**config.mk**
```make
export PLATFORM = sky130hd
export DESIGN_NAME = spi_target_flat
export DESIGN_NICKNAME = d
export VERILOG_FILES = /design/src/rtl/spi_pkg.sv /design/src/rtl/spi_target_if.sv /design/src/rtl/spi_pin_sync.sv /design/src/rtl/spi_target.sv /design/src/flat_wrapper.sv
export SDC_FILE = /design/constraint.sdc
export NUM_CORES = 1
export LEC_CHECK = 0
export ABC_AREA = 1
export CAP_MARGIN = 20
export CORE_ASPECT_RATIO = 0.6
export CORE_MARGIN = 8
export CORE_UTILIZATION = 52
export CTS_CLUSTER_SIZE = 14
export DETAILED_ROUTE_END_ITERATION = 12
export GPL_ROUTABILITY_DRIVEN = 0
export GPL_TIMING_DRIVEN = 1
export PLACE_DENSITY = 0.82
export SLEW_MARGIN = 15
export SYNTH_ARGS = -nofsm -noshare
export SYNTH_HDL_FRONTEND = slang
export SYNTH_SLANG_ARGS = --single-unit
```
**constraint.sdc**
```tcl
create_clock -name clk -period 1.79 [get_ports clk]
set_input_delay 0.537 -clock clk [delete_from_list [all_inputs] [get_ports clk]]
set_output_delay 0.537 -clock clk [all_outputs]
set_load 0.005 [all_outputs]
```
**src/rtl/spi_pkg.sv**
```systemverilog
// Shared types and constants for the SPI target endpoint: frame field widths,
// command opcodes and the frame-decoder state encoding.
package spi_pkg;

  localparam int unsigned CMD_W   = 8;
  localparam int unsigned ADDR_W  = 24;
  localparam int unsigned DATA_W  = 32;
  localparam int unsigned FRAME_W = CMD_W + ADDR_W + DATA_W;
  localparam int unsigned CNT_W   = 6;
  localparam int unsigned ERR_W   = 8;

  localparam logic [CMD_W-1:0] CMD_WRITE = 8'h02;
  localparam logic [CMD_W-1:0] CMD_READ  = 8'h03;

  typedef enum logic [2:0] {
    ST_IDLE,
    ST_CMD,
    ST_ADDR,
    ST_DATA,
    ST_WAIT_CS
  } state_e;

  // Saturating increment for the abort counter.
  function automatic logic [ERR_W-1:0] sat_inc(input logic [ERR_W-1:0] v);
    return (v == {ERR_W{1'b1}}) ? v : v + ERR_W'(1);
  endfunction

endpackage

```
**src/rtl/spi_target_if.sv**
```systemverilog
// SPI pin and register-bus bundle for spi_target; slave = the endpoint,
// master = whatever drives the SPI pins and serves the register file.
interface spi_target_if;
  import spi_pkg::*;

  logic                spi_cs;
  logic                spi_sck;
  logic                spi_mosi;
  logic                spi_miso;
  logic [ADDR_W-1:0]   reg_addr;
  logic [DATA_W-1:0]   reg_wdata;
  logic                reg_we;
  logic                reg_re;
  logic [DATA_W-1:0]   reg_rdata;
  logic                frame_done;
  logic [ERR_W-1:0]    err_cnt;

  modport slave (
    input  spi_cs, spi_sck, spi_mosi, reg_rdata,
    output spi_miso, reg_addr, reg_wdata, reg_we, reg_re, frame_done, err_cnt
  );

  modport master (
    output spi_cs, spi_sck, spi_mosi, reg_rdata,
    input  spi_miso, reg_addr, reg_wdata, reg_we, reg_re, frame_done, err_cnt
  );

endinterface

```
**src/rtl/spi_pin_sync.sv**
```systemverilog
// Multi-flop synchronizer for one asynchronous SPI pin with registered
// single-cycle rise/fall pulses (pin-to-pulse latency STAGES+1 clk).
module spi_pin_sync #(
  parameter int unsigned STAGES = 2
) (
  input  logic i_clk,
  input  logic i_rst,
  input  logic i_pin,
  output logic o_rise,
  output logic o_fall
);

  logic [STAGES-1:0] r_sync;
  logic              r_prev;
  logic              r_rise;
  logic              r_fall;

  // Chain resets low so a pin already low after reset never looks like a fall.
  always_ff @(posedge i_clk) begin
    if (i_rst) begin
      r_sync <= '0;
      r_prev <= 1'b0;
      r_rise <= 1'b0;
      r_fall <= 1'b0;
    end else begin
      r_sync <= {r_sync[STAGES-2:0], i_pin};
      r_prev <= r_sync[STAGES-1];
      r_rise <= r_sync[STAGES-1] & ~r_prev;
      r_fall <= ~r_sync[STAGES-1] & r_prev;
    end
  end

  assign o_rise = r_rise;
  assign o_fall = r_fall;

endmodule

```
**src/rtl/spi_target.sv**
```systemverilog
// SPI target endpoint: decodes 8b cmd / 24b addr / 32b data frames into register
// bus strobes and returns read data on MISO. Define SPI_TARGET_ERR_CNT_EN to count aborts.
module spi_target
  import spi_pkg::*;
#(
  parameter int unsigned SYNC_STAGES = 2
) (
  input  logic          clk,
  input  logic          rst,
  spi_target_if.slave   bus
);

  logic                   w_cs_rise;
  logic                   w_cs_fall;
  logic                   w_sck_rise;
  logic                   w_sck_fall;
  logic [SYNC_STAGES-1:0] r_mosi_sync;
  logic                   w_mosi;

  state_e                 r_state;
  state_e                 w_state_next;
  logic                   w_start;
  logic                   w_shift;
  logic                   w_cmd_done;
  logic                   w_addr_done;
  logic                   w_data_done;
  logic                   w_tx_shift;

  logic [CNT_W-1:0]       r_bit_cnt;
  logic [DATA_W-1:0]      r_rx;
  logic [DATA_W-1:0]      w_rx_next;
  logic [CMD_W-1:0]       r_cmd;
  logic [DATA_W-1:0]      r_tx;
  logic                   r_miso;
  logic [ADDR_W-1:0]      r_reg_addr;
  logic [DATA_W-1:0]      r_reg_wdata;
  logic                   r_reg_we;
  logic                   r_reg_re;
  logic                   r_re_d;
  logic                   r_frame_done;

  spi_pin_sync #(.STAGES(SYNC_STAGES)) u_cs_sync (
    .i_clk  (clk),
    .i_rst  (rst),
    .i_pin  (bus.spi_cs),
    .o_rise (w_cs_rise),
    .o_fall (w_cs_fall)
  );

  spi_pin_sync #(.STAGES(SYNC_STAGES)) u_sck_sync (
    .i_clk  (clk),
    .i_rst  (rst),
    .i_pin  (bus.spi_sck),
    .o_rise (w_sck_rise),
    .o_fall (w_sck_fall)
  );

  // MOSI needs no edge detect; it is stable for half an SCK period around the sample.
  always_ff @(posedge clk) begin
    if (rst) r_mosi_sync <= '0;
    else     r_mosi_sync <= {r_mosi_sync[SYNC_STAGES-2:0], bus.spi_mosi};
  end

  assign w_mosi    = r_mosi_sync[SYNC_STAGES-1];
  assign w_rx_next = {r_rx[DATA_W-2:0], w_mosi};

  always_ff @(posedge clk) begin
    if (rst) r_state <= ST_IDLE;
    else     r_state <= w_state_next;
  end

  // Frame sequencing; cs_rise always wins over a coincident SCK edge.
  always_comb begin
    w_state_next = r_state;
    w_start      = 1'b0;
    w_shift      = 1'b0;
    w_cmd_done   = 1'b0;
    w_addr_done  = 1'b0;
    w_data_done  = 1'b0;
    w_tx_shift   = 1'b0;
    case (r_state)
      ST_IDLE: begin
        if (w_cs_fall) begin
          w_state_next = ST_CMD;
          w_start      = 1'b1;
        end
      end
      ST_CMD: begin
        if (w_cs_rise) begin
          w_state_next = ST_IDLE;
        end else if (w_sck_fall) begin
          w_shift = 1'b1;
          if (r_bit_cnt == CNT_W'(CMD_W - 1)) begin
            w_state_next = ST_ADDR;
            w_cmd_done   = 1'b1;
          end
        end
      end
      ST_ADDR: begin
        if (w_cs_rise) begin
          w_state_next = ST_IDLE;
        end else if (w_sck_fall) begin
          w_shift = 1'b1;
          if (r_bit_cnt == CNT_W'(CMD_W + ADDR_W - 1)) begin
            w_state_next = ST_DATA;
            w_addr_done  = 1'b1;
          end
        end
      end
      ST_DATA: begin
        if (w_cs_rise) begin
          w_state_next = ST_IDLE;
        end else begin
          w_tx_shift = w_sck_rise;
          if (w_sck_fall) begin
            w_shift = 1'b1;
            if (r_bit_cnt == CNT_W'(FRAME_W - 1)) begin
              w_state_next = ST_WAIT_CS;
              w_data_done  = 1'b1;
            end
          end
        end
      end
      ST_WAIT_CS: begin
        if (w_cs_rise) w_state_next = ST_IDLE;
      end
      default: w_state_next = ST_IDLE;
    endcase
  end

  always_ff @(posedge clk) begin
    if (rst) begin
      r_bit_cnt    <= '0;
      r_rx         <= '0;
      r_cmd        <= '0;
      r_tx         <= '0;
      r_miso       <= 1'b0;
      r_reg_addr   <= '0;
      r_reg_wdata  <= '0;
      r_reg_we     <= 1'b0;
      r_reg_re     <= 1'b0;
      r_re_d       <= 1'b0;
      r_frame_done <= 1'b0;
    end else begin
      r_reg_we     <= 1'b0;
      r_reg_re     <= 1'b0;
      r_frame_done <= 1'b0;
      r_re_d       <= r_reg_re;

      if (w_start) begin
        r_bit_cnt <= '0;
        r_rx      <= '0;
      end else if (w_shift) begin
        r_bit_cnt <= r_bit_cnt + CNT_W'(1);
        r_rx      <= w_rx_next;
      end

      if (w_cmd_done) r_cmd <= w_rx_next[CMD_W-1:0];

      if (w_addr_done) begin
        r_reg_addr <= w_rx_next[ADDR_W-1:0];
        r_reg_re   <= (r_cmd == CMD_READ);
      end

      if (w_data_done) begin
        if (r_cmd == CMD_WRITE) begin
          r_reg_wdata <= w_rx_next;
          r_reg_we    <= 1'b1;
        end
        r_frame_done <= 1'b1;
      end

      // Read data lands one cycle after the reg_re pulse has been seen by the register file.
      if (w_start)         r_tx <= '0;
      else if (r_re_d)     r_tx <= bus.reg_rdata;
      else if (w_tx_shift) r_tx <= {r_tx[DATA_W-2:0], 1'b0};

      if (w_tx_shift)              r_miso <= r_tx[DATA_W-1];
      else if (r_state != ST_DATA) r_miso <= 1'b0;
    end
  end

  assign bus.spi_miso   = r_miso;
  assign bus.reg_addr   = r_reg_addr;
  assign bus.reg_wdata  = r_reg_wdata;
  assign bus.reg_we     = r_reg_we;
  assign bus.reg_re     = r_reg_re;
  assign bus.frame_done = r_frame_done;

`ifdef SPI_TARGET_ERR_CNT_EN
  logic             w_abort;
  logic [ERR_W-1:0] r_err_cnt;

  assign w_abort = w_cs_rise &&
                   ((r_state == ST_CMD) || (r_state == ST_ADDR) || (r_state == ST_DATA));

  always_ff @(posedge clk) begin
    if (rst)          r_err_cnt <= '0;
    else if (w_abort) r_err_cnt <= sat_inc(r_err_cnt);
  end

  assign bus.err_cnt = r_err_cnt;
`else
  assign bus.err_cnt = ERR_W'(0);
`endif

endmodule

```
**src/flat_wrapper.sv**
```systemverilog
// flat-port wrapper written by rule: the top's interface ports become plain ports
module spi_target_flat import spi_pkg::*;
#(
  parameter int unsigned SYNC_STAGES = 2
)
  (clk, rst, bus_spi_cs, bus_spi_sck, bus_spi_mosi, bus_reg_rdata, bus_spi_miso, bus_reg_addr, bus_reg_wdata, bus_reg_we, bus_reg_re, bus_frame_done, bus_err_cnt);
  spi_target_if bus_i ();
  input  logic clk;
  input  logic rst;
  input wire logic [$bits(bus_i.spi_cs)-1:0] bus_spi_cs;
  input wire logic [$bits(bus_i.spi_sck)-1:0] bus_spi_sck;
  input wire logic [$bits(bus_i.spi_mosi)-1:0] bus_spi_mosi;
  input wire logic [$bits(bus_i.reg_rdata)-1:0] bus_reg_rdata;
  output wire logic [$bits(bus_i.spi_miso)-1:0] bus_spi_miso;
  output wire logic [$bits(bus_i.reg_addr)-1:0] bus_reg_addr;
  output wire logic [$bits(bus_i.reg_wdata)-1:0] bus_reg_wdata;
  output wire logic [$bits(bus_i.reg_we)-1:0] bus_reg_we;
  output wire logic [$bits(bus_i.reg_re)-1:0] bus_reg_re;
  output wire logic [$bits(bus_i.frame_done)-1:0] bus_frame_done;
  output wire logic [$bits(bus_i.err_cnt)-1:0] bus_err_cnt;
  assign bus_i.spi_cs = bus_spi_cs;
  assign bus_i.spi_sck = bus_spi_sck;
  assign bus_i.spi_mosi = bus_spi_mosi;
  assign bus_i.reg_rdata = bus_reg_rdata;
  assign bus_spi_miso = bus_i.spi_miso;
  assign bus_reg_addr = bus_i.reg_addr;
  assign bus_reg_wdata = bus_i.reg_wdata;
  assign bus_reg_we = bus_i.reg_we;
  assign bus_reg_re = bus_i.reg_re;
  assign bus_frame_done = bus_i.frame_done;
  assign bus_err_cnt = bus_i.err_cnt;
  spi_target #(.SYNC_STAGES(SYNC_STAGES)) u_core (.clk(clk), .rst(rst), .bus(bus_i));
endmodule
```
; Word level (Yosys, flattened, before mapping)
; Cells that the tools add are included.
[op_classes]
addsub = 1
n_mul = 0
n_div = 0
magnitude_cmp = 0
eq_ne = 18
n_shift = 0
mux = 37
bitwise_logic = 10
reduce_logical = 9
[ops]
columns = cell, n
row1 = 32-bit two-way mux, 2
row2 = 3-bit two-way mux, 11
row3 = 1-bit two-way mux, 23
row4 = "8-bit by 2-bit == test with 1-bit output, second input constant", 2
row5 = 3-bit case mux with 5 select lines, 1
row6 = "3-bit by 2-bit != test with 1-bit output, second input constant", 4
row7 = "3-bit != test, second input constant", 3
row8 = 8-bit AND reduction, 1
row9 = "6-bit by 1-bit adder with 6-bit output, second input constant", 1
row10 = "3-bit by 2-bit == test with 1-bit output, second input constant", 2
row11 = "6-bit by 3-bit == test with 1-bit output, second input constant", 1
row12 = "6-bit by 5-bit == test with 1-bit output, second input constant", 1
row13 = "6-bit == test, second input constant", 1
row14 = 1-bit NOT, 6
row15 = 2-bit OR reduction, 3
row16 = 1-bit AND, 4
row17 = "2-bit != test, second input constant", 2
row18 = 2-bit nonzero test, 2
row19 = "3-bit by 1-bit == test with 1-bit output, second input constant", 1
row20 = "3-bit == test, second input constant", 1
row21 = 3-bit logical NOT, 1
row22 = 3-bit OR reduction, 1
row23 = 2-bit AND reduction, 1
[totals]
reg_bits = 153
latchBits = 0
ramBits = 0
mem_bits_ro = 0
in_bits = 37
n_memories = 0

; Logic depth before layout (Yosys ltp)
[depth]
depth_word = 7
mapped_depth = 10

; Hierarchy
; A second synthesis with hierarchy kept.
[unflattened]
cells_unflattened = 762
hier_area_um2 = 5786.8
[by_module_without_submodules]
columns = module, n_inst, cells_per_inst, area_each_um2, seq_area_each_um2
row1 = spi_target, 1, 732, 5506.5, 2862.7
row2 = spi_pin_sync, 2, 15, 140.1, 100.1

; Least setup slack after synthesis
; No wires, ideal clock.
[synth_path]
path_kind = input to register
from = in rst
to = reg u_core.r_bit_cnt[0]
setup_time_ns = 0.117
arrival_ns = 1.441
t_required_ns = 1.673
slack_ns = 0.232
stages = 6
path_buffers = 3
path_cell_list = clkbuf_1 > inv_1 > nand2_1 > buf_2 > buf_2 > nor2_1
[synth_between]
elab_chain_cells = 1
[synth_lines]
columns = element, line
row1 = start: declaration, flat_wrapper.sv:9  ; input logic rst;
row2 = 2-bit OR reduction (no line), --
row3 = end signal: assignment, spi_target.sv:154  ; r_bit_cnt <= r_bit_cnt + CNT_W'(1);
row4 = end: declaration, spi_target.sv:29  ; logic [CNT_W-1:0] r_bit_cnt;
; No other way between the ends.
; A chain may end at the register's enable or synchronous reset.

; Worst setup path in the final report
[layout_path]
from = reg u_core.r_bit_cnt[1]
to = reg u_core.r_reg_wdata[22] (netlist: u_core.bus.reg_wdata[22])
[layout_between]
elab_chain_cells = 6
[layout_lines]
columns = element, line
row1 = 6-bit == test, spi_target.sv:117  ; if (r_bit_cnt == CNT_W'(FRAME_W - 1)) begin
row2 = 1-bit two-way mux, spi_target.sv:117
row3 = 1-bit two-way mux, spi_target.sv:115  ; if (w_sck_fall) begin
row4 = 1-bit two-way mux, spi_target.sv:111  ; if (w_cs_rise) begin
row5 = 1-bit two-way mux, spi_target.sv:81  ; case (r_state)
row6 = 2-bit AND reduction (no line), --
row7 = end signal: assignment, spi_target.sv:167  ; r_reg_wdata <= w_rx_next;
row8 = end: declaration, spi_target.sv:36  ; logic [DATA_W-1:0] r_reg_wdata;
; No other way between the ends.

==> impl_metrics.env <==
export IMPL_status="finished, final reports clean"
export IMPL_die_y_um=98.1
export IMPL_syn2layout_area_growth_pct=30.2
export IMPL_mostFrequentLayoutCell="nand2_1"
export IMPL_cts_root_buf="clkbuf_16"
export IMPL_grt_first_pass_wirelength_um=24100
export IMPL_grt_usage=0.195
export IMPL_initial_core_util=0.525
export IMPL_max_freq_mhz=584
export IMPL_synth_seq_area_share=0.525
export IMPL_drtPass1Iterations=5
export IMPL_hold_viol=0
export IMPL_vias_per_cell=5.18
export IMPL_placedCellCount=977
export IMPL_grt_max_degree=59
export IMPL_hp_class="flop to flop"
export IMPL_wl_um=14600
export IMPL_fin_crit_ps=1710
export IMPL_fin_worst_skew_ps=6.19
export IMPL_leakage_nw=3.09
export IMPL_synth_cell_type_count=34
export IMPL_setup_slack_ps=78.7
export IMPL_start_kind="flop"
export IMPL_vias=5242
export IMPL_crit_type="flop to flop"
export IMPL_avgRoutedWirePerCell_um=14.4
export IMPL_ant_nets=0
export IMPL_final_cells=1011
export IMPL_ys_seq_elements=153
export IMPL_clkSinkCount=153
export IMPL_hpwl_um=9330
export IMPL_end_kind="flop"
export IMPL_grt_remaining_overflow=0
export IMPL_core_um2=11100
export IMPL_nNetsFinal=892
export IMPL_cts_tree="built"
export IMPL_cts_max_level=4
export IMPL_die_w_um=153
export IMPL_preCtsSetupSlack_ps=1.98
export IMPL_period_share=0.956
export IMPL_drcViolationCount=0
export IMPL_tns_ps=0
export IMPL_finalSetupViolations=0
export IMPL_antenna_found_initial=0
export IMPL_yosys_warnings=0
export IMPL_layout_common_cells="nand2_1 (169), nor2_1 (152), dfxtp_1 (146), dlygate4sd2_1 (59), o21ai_0 (56)"
export IMPL_cts_buffers=17
export IMPL_clockBufferDepth=2
export IMPL_first_global_vias=4961
export IMPL_critPathArrivalTime_ps=2020
export IMPL_power_density_nw_per_um2=1040
export IMPL_drv_slew=0
export IMPL_clock_insertion_delay_worst_skew_ps=420
export IMPL_netlist_area_um2=5830
export IMPL_dieArea_um2=15000
export IMPL_cp_required_ps=2100
export IMPL_port_buffers=96
export IMPL_dr_first_iter_drc_count=480
export IMPL_fp_row_count=30
export IMPL_syn_area_per_cell_um2=7.72
export IMPL_drive_above_1_share=0.101
export IMPL_clk_pin_slew_worst_paths_ps=60
export IMPL_io_pins=105
export IMPL_synthCells=756
export IMPL_diodes=0
export IMPL_irDropWorstVdd_uv=720
export IMPL_critPathMaxFanout=27
export IMPL_drv_cap=0
export IMPL_fill_cells=884
report_power, final:
group	internal, mW	leakage (nW)	switching, mW
clock network	2.59	0.321	1.40
logic	0.193	1.53	0.265
registers	3.43	1.24	0.0373
cell families (layout without fill, tap and decap cells):
group	count (synthesis)	count (layout)	synth area share
other	1	8	0.000643
AOI/OAI and AO/OA	141	141	0.134
xor gates and xnor gates	3	3	0.00450
DFF	153	153	0.525
adders and majority gates	1	1	0.00214
buffers and inverters	87	190	0.0744
and+or+nand+nor	370	371	0.259
metal layers:
metal	vias up	share of wire	track usage
li1	2621	-	-
met1	2414	0.47	0.255
met2	188	0.45	0.301
met3	19	0.071	0.0639
met4	0	0.012	0.0605
met5	-	0	0
per-stage QoR:
stage	hold slack, ps	util	power (mW)	cell area (um2)
6_report	402	0.684	7.92	7600
5_1_grt	432	0.684	8.20	7600
4_1_cts	403	0.681	7.95	7570
3_5_place_dp	396	0.627	3.97	6970
3_3_place_gp	389	0.627	3.97	6970
2_1_floorplan	388	-	3.82	5860
final timing paths:
kind,startpoint,endpoint,slack [ps],depth (start not counted)
hold reg to reg,u_core.u_cs_sync.r_sync[0],u_core.u_cs_sync.r_sync[1],400,2
setup / recovery,u_core.r_bit_cnt[1],u_core.bus.reg_wdata[22],80,9
hold / removal,u_core.u_cs_sync.r_sync[0],u_core.u_cs_sync.r_sync[1],400,2
setup reg to reg,u_core.r_bit_cnt[1],u_core.bus.reg_wdata[22],80,9
synth_stat cells (all sizes together):
master / count / share of area
a21oi: 43 / 0.037
a31oi: 28 / 0.035
buf: 32 / 0.039
clkbuf: 19 / 0.013
conb: 1 / 0.00064
dfxtp: 153 / 0.52
ha: 1 / 0.0021
inv: 36 / 0.023
nand2: 176 / 0.12
nand3: 18 / 0.016
nand3b: 1 / 0.0013
nand4: 5 / 0.0054
nor2: 155 / 0.10
nor3: 11 / 0.0094
nor3b: 1 / 0.0013
nor4: 3 / 0.0043
o211ai: 3 / 0.0039
o21ai: 66 / 0.057
o21bai: 1 / 0.0013
xor2: 3 / 0.0045
state kept, by name, summed over array words and instances, names as in the netlist:
signal	cells
u_core.u_sck_sync.o_rise	1
u_core.u_cs_sync.o_fall	1
u_core.u_cs_sync.o_rise	1
u_core.r_cmd	8
u_core.u_cs_sync.r_sync	2
u_core.r_re_d	1
u_core.u_sck_sync.r_sync	2
u_core.u_sck_sync.r_prev	1
u_core.u_cs_sync.r_prev	1
u_core.r_mosi_sync	2
u_core.bus.reg_re	1
u_core.u_sck_sync.o_fall	1
u_core.r_bit_cnt	6
u_core.bus.reg_wdata	32
u_core.bus.reg_we	1
u_core.r_rx	31
u_core.r_state	3
u_core.r_tx	32
u_core.bus.spi_miso	1
u_core.bus.reg_addr	24
u_core.bus.frame_done	1
critical path: stages, from the launching register on:
cell and delay (ps):
dfxtp_1 370, ha_1 200, nand2_1 60, inv_1 70, nand3b_1 140, nor2_2 210
nand2_4 120, buf_12 180, o21ai_0 190, nor2_1 60
layout make-up:
cell class                 count  area, um2  share of cell area
multi-input combinational    524       2380               0.314
timing repair buffer         122       1160               0.153
clock buffer                  22        474              0.0624
tap                          144        180              0.0237
clock inverter                10        189              0.0249
inverter                      36        138              0.0181
sequential                   153       3070               0.404
what timing repair did:
item,CTS,global route
cloned,0,1
pin swaps,0,3
hold buffers,0,0
setup buffers,0,1
endpoints found under the setup margin,60,31
gates resized for setup,65,9
No activity file was read; power rests on OpenSTA's default activity.
